**src/rtl/apb_pkg.sv**
```systemverilog
// Shared types and widths for the command-to-APB bridge and its bus interface.
// Latency: n/a (types and constants only).
// Backpressure: n/a.
package apb_pkg;

  // Bridge FSM: one transaction moves IDLE -> SETUP -> ACCESS (n cycles) -> RESP.
  typedef enum logic [1:0] {
    IDLE   = 2'd0,
    SETUP  = 2'd1,
    ACCESS = 2'd2,
    RESP   = 2'd3
  } apb_state_t;

  // Default APB bus widths; apb_if and apb_master both default to these.
  localparam int APB_ADDR_W = 32;
  localparam int APB_DATA_W = 32;

  // Width of the ACCESS wait counter. It must hold TIMEOUT-1 without wrapping.
  // A disabled timeout (0) still needs one bit so the counter stays legal.
  function automatic int wait_cnt_w(input int timeout);
    if (timeout < 1) begin
      return 1;
    end
    return $clog2(timeout + 1);
  endfunction

endpackage

```
**src/rtl/apb_if.sv**
```systemverilog
// APB bus between the bridge (master) and a slave.
// Latency: wires only, no storage.
// Backpressure: the slave stretches ACCESS by holding PREADY low.
interface apb_if
  import apb_pkg::*;
#(
  parameter int ADDR_W = APB_ADDR_W,
  parameter int DATA_W = APB_DATA_W
) ();

  logic              PSEL;
  logic              PENABLE;
  logic              PWRITE;
  logic [ADDR_W-1:0] PADDR;
  logic [DATA_W-1:0] PWDATA;
  logic              PREADY;
  logic [DATA_W-1:0] PRDATA;

  modport master (
    output PSEL, PENABLE, PWRITE, PADDR, PWDATA,
    input  PREADY, PRDATA
  );

  modport slave (
    input  PSEL, PENABLE, PWRITE, PADDR, PWDATA,
    output PREADY, PRDATA
  );

endinterface

```
**src/rtl/apb_master.sv**
```systemverilog
// Command-to-APB bridge: one read/write command at a time, SETUP then ACCESS, result on rsp port.
// Latency: accept edge 0 -> rsp_valid in cycle 3 with zero waits; +1 cycle per slave wait state.
// Backpressure: cmd_ready only in IDLE; RESP holds the response until rsp_ready; timeout aborts a hung slave.
module apb_master
  import apb_pkg::*;
#(
  parameter int ADDR_W  = APB_ADDR_W,
  parameter int DATA_W  = APB_DATA_W,
  parameter int TIMEOUT = 16
) (
  input  logic              PCLK,
  input  logic              PRESETn,

  // command port
  input  logic              cmd_valid,
  output logic              cmd_ready,
  input  logic              cmd_write,
  input  logic [ADDR_W-1:0] cmd_addr,
  input  logic [DATA_W-1:0] cmd_wdata,

  // response port
  output logic              rsp_valid,
  input  logic              rsp_ready,
  output logic [DATA_W-1:0] rsp_rdata,
  output logic              rsp_err,

  // APB bus towards the slave
  apb_if.master             bus
);

  localparam int CNT_W = wait_cnt_w(TIMEOUT);
  // Counter value seen during the last permitted ACCESS cycle.
  localparam logic [CNT_W-1:0] CNT_LAST = (TIMEOUT == 0) ? '0 : CNT_W'(TIMEOUT - 1);
  localparam logic [CNT_W-1:0] CNT_MAX  = '1;

  apb_state_t state;
  apb_state_t state_nxt;

  // Holding registers: drive the bus from SETUP onwards and keep their value afterwards.
  logic              write_q;
  logic [ADDR_W-1:0] addr_q;
  logic [DATA_W-1:0] wdata_q;

  // Response registers, stable for the whole RESP state.
  logic [DATA_W-1:0] rdata_q;
  logic              err_q;

  logic [CNT_W-1:0]  wait_cnt;

  // Decoded events used by both the FSM and the datapath.
  logic take_cmd;
  logic access_done;
  logic access_abort;
  logic timeout_hit;

  // Timeout fires on the last allowed ACCESS cycle; a disabled timeout never fires.
  assign timeout_hit = (TIMEOUT != 0) && (wait_cnt == CNT_LAST);

  // State register; reset is immediate so PSEL/PENABLE drop as soon as PRESETn falls.
  always_ff @(posedge PCLK or negedge PRESETn) begin
    if (!PRESETn) begin
      state <= IDLE;
    end else begin
      state <= state_nxt;
    end
  end

  // Next-state logic and state-decoded outputs (no input reaches an output combinationally).
  always_comb begin
    state_nxt    = state;
    take_cmd     = 1'b0;
    access_done  = 1'b0;
    access_abort = 1'b0;
    cmd_ready    = 1'b0;
    rsp_valid    = 1'b0;
    bus.PSEL     = 1'b0;
    bus.PENABLE  = 1'b0;

    case (state)
      IDLE: begin
        cmd_ready = 1'b1;
        if (cmd_valid) begin
          take_cmd  = 1'b1;
          state_nxt = SETUP;
        end
      end

      SETUP: begin
        bus.PSEL  = 1'b1;
        state_nxt = ACCESS;
      end

      ACCESS: begin
        bus.PSEL    = 1'b1;
        bus.PENABLE = 1'b1;
        // A ready slave on the timeout cycle still completes cleanly.
        if (bus.PREADY) begin
          access_done = 1'b1;
          state_nxt   = RESP;
        end else if (timeout_hit) begin
          access_abort = 1'b1;
          state_nxt    = RESP;
        end
      end

      RESP: begin
        rsp_valid = 1'b1;
        if (rsp_ready) begin
          state_nxt = IDLE;
        end
      end

      default: begin
        state_nxt = IDLE;
      end
    endcase
  end

  // Latch the accepted command; these registers are the bus address/data/direction.
  always_ff @(posedge PCLK or negedge PRESETn) begin
    if (!PRESETn) begin
      write_q <= 1'b0;
      addr_q  <= '0;
      wdata_q <= '0;
    end else if (take_cmd) begin
      write_q <= cmd_write;
      addr_q  <= cmd_addr;
      wdata_q <= cmd_wdata;
    end
  end

  // Wait counter: cleared when a command is taken, counts ACCESS cycles, saturates.
  always_ff @(posedge PCLK or negedge PRESETn) begin
    if (!PRESETn) begin
      wait_cnt <= '0;
    end else if (take_cmd) begin
      wait_cnt <= '0;
    end else if (state == ACCESS && wait_cnt != CNT_MAX) begin
      wait_cnt <= wait_cnt + 1'b1;
    end
  end

  // Capture the result: PRDATA only on the PREADY cycle of a read, zero for writes and aborts.
  always_ff @(posedge PCLK or negedge PRESETn) begin
    if (!PRESETn) begin
      rdata_q <= '0;
      err_q   <= 1'b0;
    end else if (access_done) begin
      rdata_q <= write_q ? '0 : bus.PRDATA;
      err_q   <= 1'b0;
    end else if (access_abort) begin
      rdata_q <= '0;
      err_q   <= 1'b1;
    end
  end

  assign bus.PWRITE = write_q;
  assign bus.PADDR  = addr_q;
  assign bus.PWDATA = wdata_q;
  assign rsp_rdata  = rdata_q;
  assign rsp_err    = err_q;

endmodule

```
**src/flat_wrapper.sv**
```systemverilog
// flat-port wrapper written by rule: the top's interface ports become plain ports
module apb_master_flat import apb_pkg::*;
#(
  parameter int ADDR_W  = APB_ADDR_W,
  parameter int DATA_W  = APB_DATA_W,
  parameter int TIMEOUT = 16
)
  (PCLK, PRESETn, cmd_valid, cmd_ready, cmd_write, cmd_addr, cmd_wdata, rsp_valid, rsp_ready, rsp_rdata, rsp_err, bus_PSEL, bus_PENABLE, bus_PWRITE, bus_PADDR, bus_PWDATA, bus_PREADY, bus_PRDATA);
  apb_if #(.ADDR_W(ADDR_W), .DATA_W(DATA_W)) bus_i ();
  input  logic PCLK;
  input  logic PRESETn;
  input  logic cmd_valid;
  output logic cmd_ready;
  input  logic cmd_write;
  input  logic [ADDR_W-1:0] cmd_addr;
  input  logic [DATA_W-1:0] cmd_wdata;
  output logic rsp_valid;
  input  logic rsp_ready;
  output logic [DATA_W-1:0] rsp_rdata;
  output logic rsp_err;
  output wire logic [$bits(bus_i.PSEL)-1:0] bus_PSEL;
  output wire logic [$bits(bus_i.PENABLE)-1:0] bus_PENABLE;
  output wire logic [$bits(bus_i.PWRITE)-1:0] bus_PWRITE;
  output wire logic [$bits(bus_i.PADDR)-1:0] bus_PADDR;
  output wire logic [$bits(bus_i.PWDATA)-1:0] bus_PWDATA;
  input wire logic [$bits(bus_i.PREADY)-1:0] bus_PREADY;
  input wire logic [$bits(bus_i.PRDATA)-1:0] bus_PRDATA;
  assign bus_PSEL = bus_i.PSEL;
  assign bus_PENABLE = bus_i.PENABLE;
  assign bus_PWRITE = bus_i.PWRITE;
  assign bus_PADDR = bus_i.PADDR;
  assign bus_PWDATA = bus_i.PWDATA;
  assign bus_i.PREADY = bus_PREADY;
  assign bus_i.PRDATA = bus_PRDATA;
  apb_master #(.ADDR_W(ADDR_W), .DATA_W(DATA_W), .TIMEOUT(TIMEOUT)) u_core (.PCLK(PCLK), .PRESETn(PRESETn), .cmd_valid(cmd_valid), .cmd_ready(cmd_ready), .cmd_write(cmd_write), .cmd_addr(cmd_addr), .cmd_wdata(cmd_wdata), .rsp_valid(rsp_valid), .rsp_ready(rsp_ready), .rsp_rdata(rsp_rdata), .rsp_err(rsp_err), .bus(bus_i));
endmodule
```
**config.mk**
```make
export PLATFORM = sky130hd
export DESIGN_NAME = apb_master_flat
export DESIGN_NICKNAME = d
export VERILOG_FILES = /design/src/rtl/apb_pkg.sv /design/src/rtl/apb_if.sv /design/src/rtl/apb_master.sv /design/src/flat_wrapper.sv
export SDC_FILE = /design/constraint.sdc
export NUM_CORES = 1
export LEC_CHECK = 0
export CELL_PAD_IN_SITES_DETAIL_PLACEMENT = 1
export CELL_PAD_IN_SITES_GLOBAL_PLACEMENT = 1
export CORE_MARGIN = 10
export CORE_UTILIZATION = 30
export CTS_CLUSTER_DIAMETER = 100
export DETAILED_ROUTE_END_ITERATION = 10
export PLACE_DENSITY_LB_ADDON = 0.25
export SYNTH_ARGS = -nofsm -noshare
export SYNTH_HDL_FRONTEND = slang
export SYNTH_SLANG_ARGS = --single-unit
export TNS_END_PERCENT = 20
```
**constraint.sdc**
```tcl
create_clock -name PCLK -period 5.1 [get_ports PCLK]
set_input_delay 1.02 -clock PCLK [delete_from_list [all_inputs] [get_ports PCLK]]
set_output_delay 1.02 -clock PCLK [all_outputs]
set_load 0.03 [all_outputs]
```
### Word-level counts from Yosys, hierarchy flattened

Index checks and enable logic that the tools add are counted.

| storage, ports and cells | value |
|---|---|
| flip-flop bits (word level) | 105 |
| word-level logic and storage cells | 45 |

| operators by class | value |
|---|---|
| $add $sub $neg | 1 |
| equal/unequal tests | 8 |
| reduce and logical (&&, ||, !) cells | 6 |
| multiplexer cells | 23 |

Operators by type and width:

| operator | number |
|---|---|
| 32-bit two-way mux | 3 |
| 1-bit two-way mux | 13 |
| 5-bit two-way mux | 2 |
| 2-bit two-way mux | 4 |
| 2-bit case mux with 4 select lines | 1 |
| 5-bit by 1-bit adder with 5-bit output, second input constant | 1 |
| 5-bit by 4-bit == test with 1-bit output, second input constant | 1 |
| 5-bit inequality test, second input constant | 1 |
| 2-bit == test, second input constant | 2 |
| 2-bit inequality test, second input constant | 2 |
| 2-bit nonzero test | 2 |
| 3-bit by 2-bit inequality test with 1-bit output, second input constant | 1 |
| 3-bit AND reduction | 1 |
| 2-bit by 1-bit == test with 1-bit output, second input constant | 1 |
| 2-bit zero test | 1 |
| 2-bit OR reduction | 1 |
| 1-bit logical AND | 1 |

### Depth between registers and ports, before layout

| depth | value |
|---|---|
| depth in word-level cells | 6 |
| depth in mapped cells | 7 |
| mapped depth without buffers | 6 |

### Worst setup path after synthesis

No wires, ideal clock.

| timing path | value |
|---|---|
| path kind | input to register |
| start | input cmd_valid |
| end | register u_core.state[1] |
| stages | 3 |
| path buffers | 0 |
| arrival | 1.760 ns |
| setup slack | 3.213 ns |
| required time | 4.972 ns |
| cells stage by stage | inv_1 > a222oi_1 > mux2_1 |

| on the way | value |
|---|---|
| longest elaborated chain between the ends | 2 |

RTL lines:

| item | line | RTL |
|---|---|---|
| start: declaration | flat_wrapper.sv:12 | `input logic cmd_valid;` |
| 2-bit inequality test (no line) | -- |  |
| 3-bit AND reduction (no line) | -- |  |
| end signal: assignment | apb_master.sv:64 | `state <= state_nxt;` |
| end: declaration | apb_master.sv:36 | `apb_state_t state;` |

Every way passes these cells.
A chain may end at the register's enable or synchronous reset.

### Final worst setup path

| timing path | value |
|---|---|
| start | register u_core.state[0] |
| end | output bus_PENABLE |

| on the way | value |
|---|---|
| longest elaborated chain between the ends | 2 |

RTL lines:

| item | line | RTL |
|---|---|---|
| 2-bit == test | apb_master.sv:79 | `case (state)` |
| 1-bit two-way mux | apb_master.sv:79 |  |
| end: declaration | flat_wrapper.sv:22 | `output wire logic [$bits(bus_i.PENABLE)-1:0] bus_PENABLE;` |

Every way passes these cells.

==> results.cfg <==
[min_path]
hp-class = reg -> reg
min_from = u_core.bus.PADDR[22]$_DFFE_PN0P_

[setup_path]
cp_data_arrival_time_ps = 2080
worst-path-stages = 3
cp-endpoint = bus_PENABLE
critPathMaxFanout = 10
r2r_start = u_core.state[0]$_DFFE_PN0P_
start_kind = flip-flop
cp_cell_sequence = inv_1, ha_1, clkdlybuf4s50_1
worst_path_max_delay_cell = clkdlybuf4s50_1
r2r_cells = 5
crit_type = reg -> out
startpoint = u_core.state[0]$_DFFE_PN0P_
reg2reg_to = u_core.rsp_rdata[1]$_DFFE_PN0P_
required_ps = 4080
critPathCaptureType = primary output
crit_family = buffers and inverters
path_buf_inv = 2
max_stage_delay_ps = 790
r2r_slack_ps = 2690

[detailed_routing]
final_antenna_net_count = 0
wl_um = 13800
drt_first_iter_violations = 137
dr.pass1.iters = 4
vias_per_cell = 4.54
wire_per_inst_um = 17.8
vias = 3508
drc = 0

[clock_network]
clk_pin_slew_ps = 60
cts_max_path_buffers = 2
cts.sinks = 105
cts_tree = yes
htreeDepth = 3
clock_latency_ps = 350
cts_resized = 0
post_cts_buffers = 0
ctsHoldBuffers = 0
root_buffer = clkbuf_16
cts_made_buffers = 9

[power]
ir_worst_vdd_uv = 300
p_per_area_nw_per_um2 = 678
leakagePower_nw = 3.05
total_power_mw = 4.40

[final_layout]
fin_nets = 700
layout_commonest_cell = clkdlybuf4s50_1
drive_above_1_share = 0.0352
diodes = 0
layout_common_cells = 202 x clkdlybuf4s50_1, 198 x nand2_1, 105 x dfrtp_1
area_delta_synth_final_pct = 61.1
n_fill_cell = 1451

[timing]
final_max_slew_viol_count = 0
finClkSkew_ps = 9.98
tightest_slew_ps = 1330
min_period_ps = 3100
final.period_utilization = 0.607
setup_viol = 0
setup_tns_ps = 0
rsz0062_at_grt = no
holdWs_ps = 473
slew_headroom = 0.113
fmax_mhz = 323
hold_viol_final = 0

[floorplanning]
num_rows = 42
start_util = 0.305
chipHeight_um = 136
ios = 204
coreArea_um2 = 13200
die_area_um2 = 18500
die_w_um = 136

[synth]
ys_seq_area_frac = 0.653
avgSynthCellArea_um2 = 10.2
synth_cell_type_count = 27
synth_enable_flop_cells = 0
synth-simple-area-share = 0.203
synth_top_family_by_area = simple AND/OR/NAND/NOR gates
ys_async_sr_fraction = 1.00
synth_compound_area_frac = 0.0855
synthCells = 396
syn_nets = 505
synth_seq_cells = 105
netlist_area_um2 = 4030
synth-adder-area-share = 0.0218
synth_warnings = 0
synth_mux_area_frac = 0.00280
synth-xor-area-share = 0.00435
synth_flop_cell = dfrtp_1

[grt]
grt_start_max_net_pins = 72
antenna_found_initial = 0
track_usage = 0.148
grt_pass1_wl_um = 21700
grt-ovfl-total = 0
grt_pass1_vias = 3857

[job]
maxCapViolCount = 0

[outcome]
status = completed

[placed_design]
routabilityCongestion = 0.738
port-buffer-count = 203
hpwlAfterDp_um = 10300
-- metal layers --
layer / GRT usage / vias to the layer above / wire length, um
li1: - / 1653 / -
met4: 0.0604 / 0 / 325
met2: 0.261 / 101 / 7220
met1: 0.163 / 1737 / 5330
met5: 0 / - / 0
met3: 0.0458 / 17 / 900
-- worst min-delay path by stage --
stage	slack, ps	to	cells after the start
finish	470	u_core.bus.PADDR[22]$_DFFE_PN0P_	2
global route	500	u_core.bus.PWDATA[23]$_DFFE_PN0P_	2
CTS	480	u_core.bus.PADDR[28]$_DFFE_PN0P_	2
detailed placement	460	u_core.bus.PADDR[28]$_DFFE_PN0P_	2
global placement	460	u_core.bus.PADDR[15]$_DFFE_PN0P_	2
floorplan	510	u_core.state[1]$_DFFE_PN0P_	1
-- through the flow --
step	util	std cells	worst slack [ps]	area (um2)
floorplan	-	396	3210	4030
global placement	0.470	756	2170	6200
detailed placement	0.470	756	2090	6200
CTS	0.491	772	2020	6480
global route	0.492	772	1900	6490
finish	0.492	772	2000	6490
-- flip-flops by register name, indices dropped and copies added, names as in the netlist --
signal and flops:
u_core.bus.PADDR 32, u_core.bus.PWDATA 32, u_core.rsp_rdata 32, u_core.wait_cnt 5
u_core.state 2, u_core.bus.PWRITE 1, u_core.rsp_err 1
-- final cells by class --
type | count | area, um2 | area share
clock buffer | 14 | 264 | 0.0407
clock inverter | 2 | 12.5 | 0.00193
inverter | 5 | 18.8 | 0.00289
multi-input combinational | 264 | 1290 | 0.199
sequential | 105 | 2630 | 0.405
tap | 176 | 220 | 0.0339
timing repair buffer | 206 | 2050 | 0.316
-- kinds of logic after synthesis --
group / after synthesis
AOI/OAI and AO/OA: 42
xor gates and xnor gates: 2
adders and majority gates: 7
buffers and inverters: 27
DFF: 105
muxes: 1
and+or+nand+nor: 212
-- power breakdown --
part | total, mW | switching, mW | leakage (nW) | internal, mW
Clock | 0.657 | 0.299 | 0.133 | 0.358
Combinational | 2.32 | 1.36 | 1.60 | 0.951
Sequential | 1.43 | 0.214 | 1.32 | 1.21
-- cells in the mapped netlist, drive strengths merged, types with 2 or more instances --
master	n	share of area
nand2	199	0.19
dfrtp	105	0.65
a22o	32	0.070
buf	18	0.021
ha	7	0.022
nor2	6	0.0062
inv	5	0.0047
a21oi	4	0.0050
clkbuf	4	0.0037
o21ai	2	0.0025
-- worst register-to-register path: stages (launching register included) --
cell     delay, ps
dfrtp_1        410
inv_1          120
ha_1           420
nand2_1        110
nor2_2        1010
a22o_1         280
Note: power is estimated with default switching activity, not from simulation.
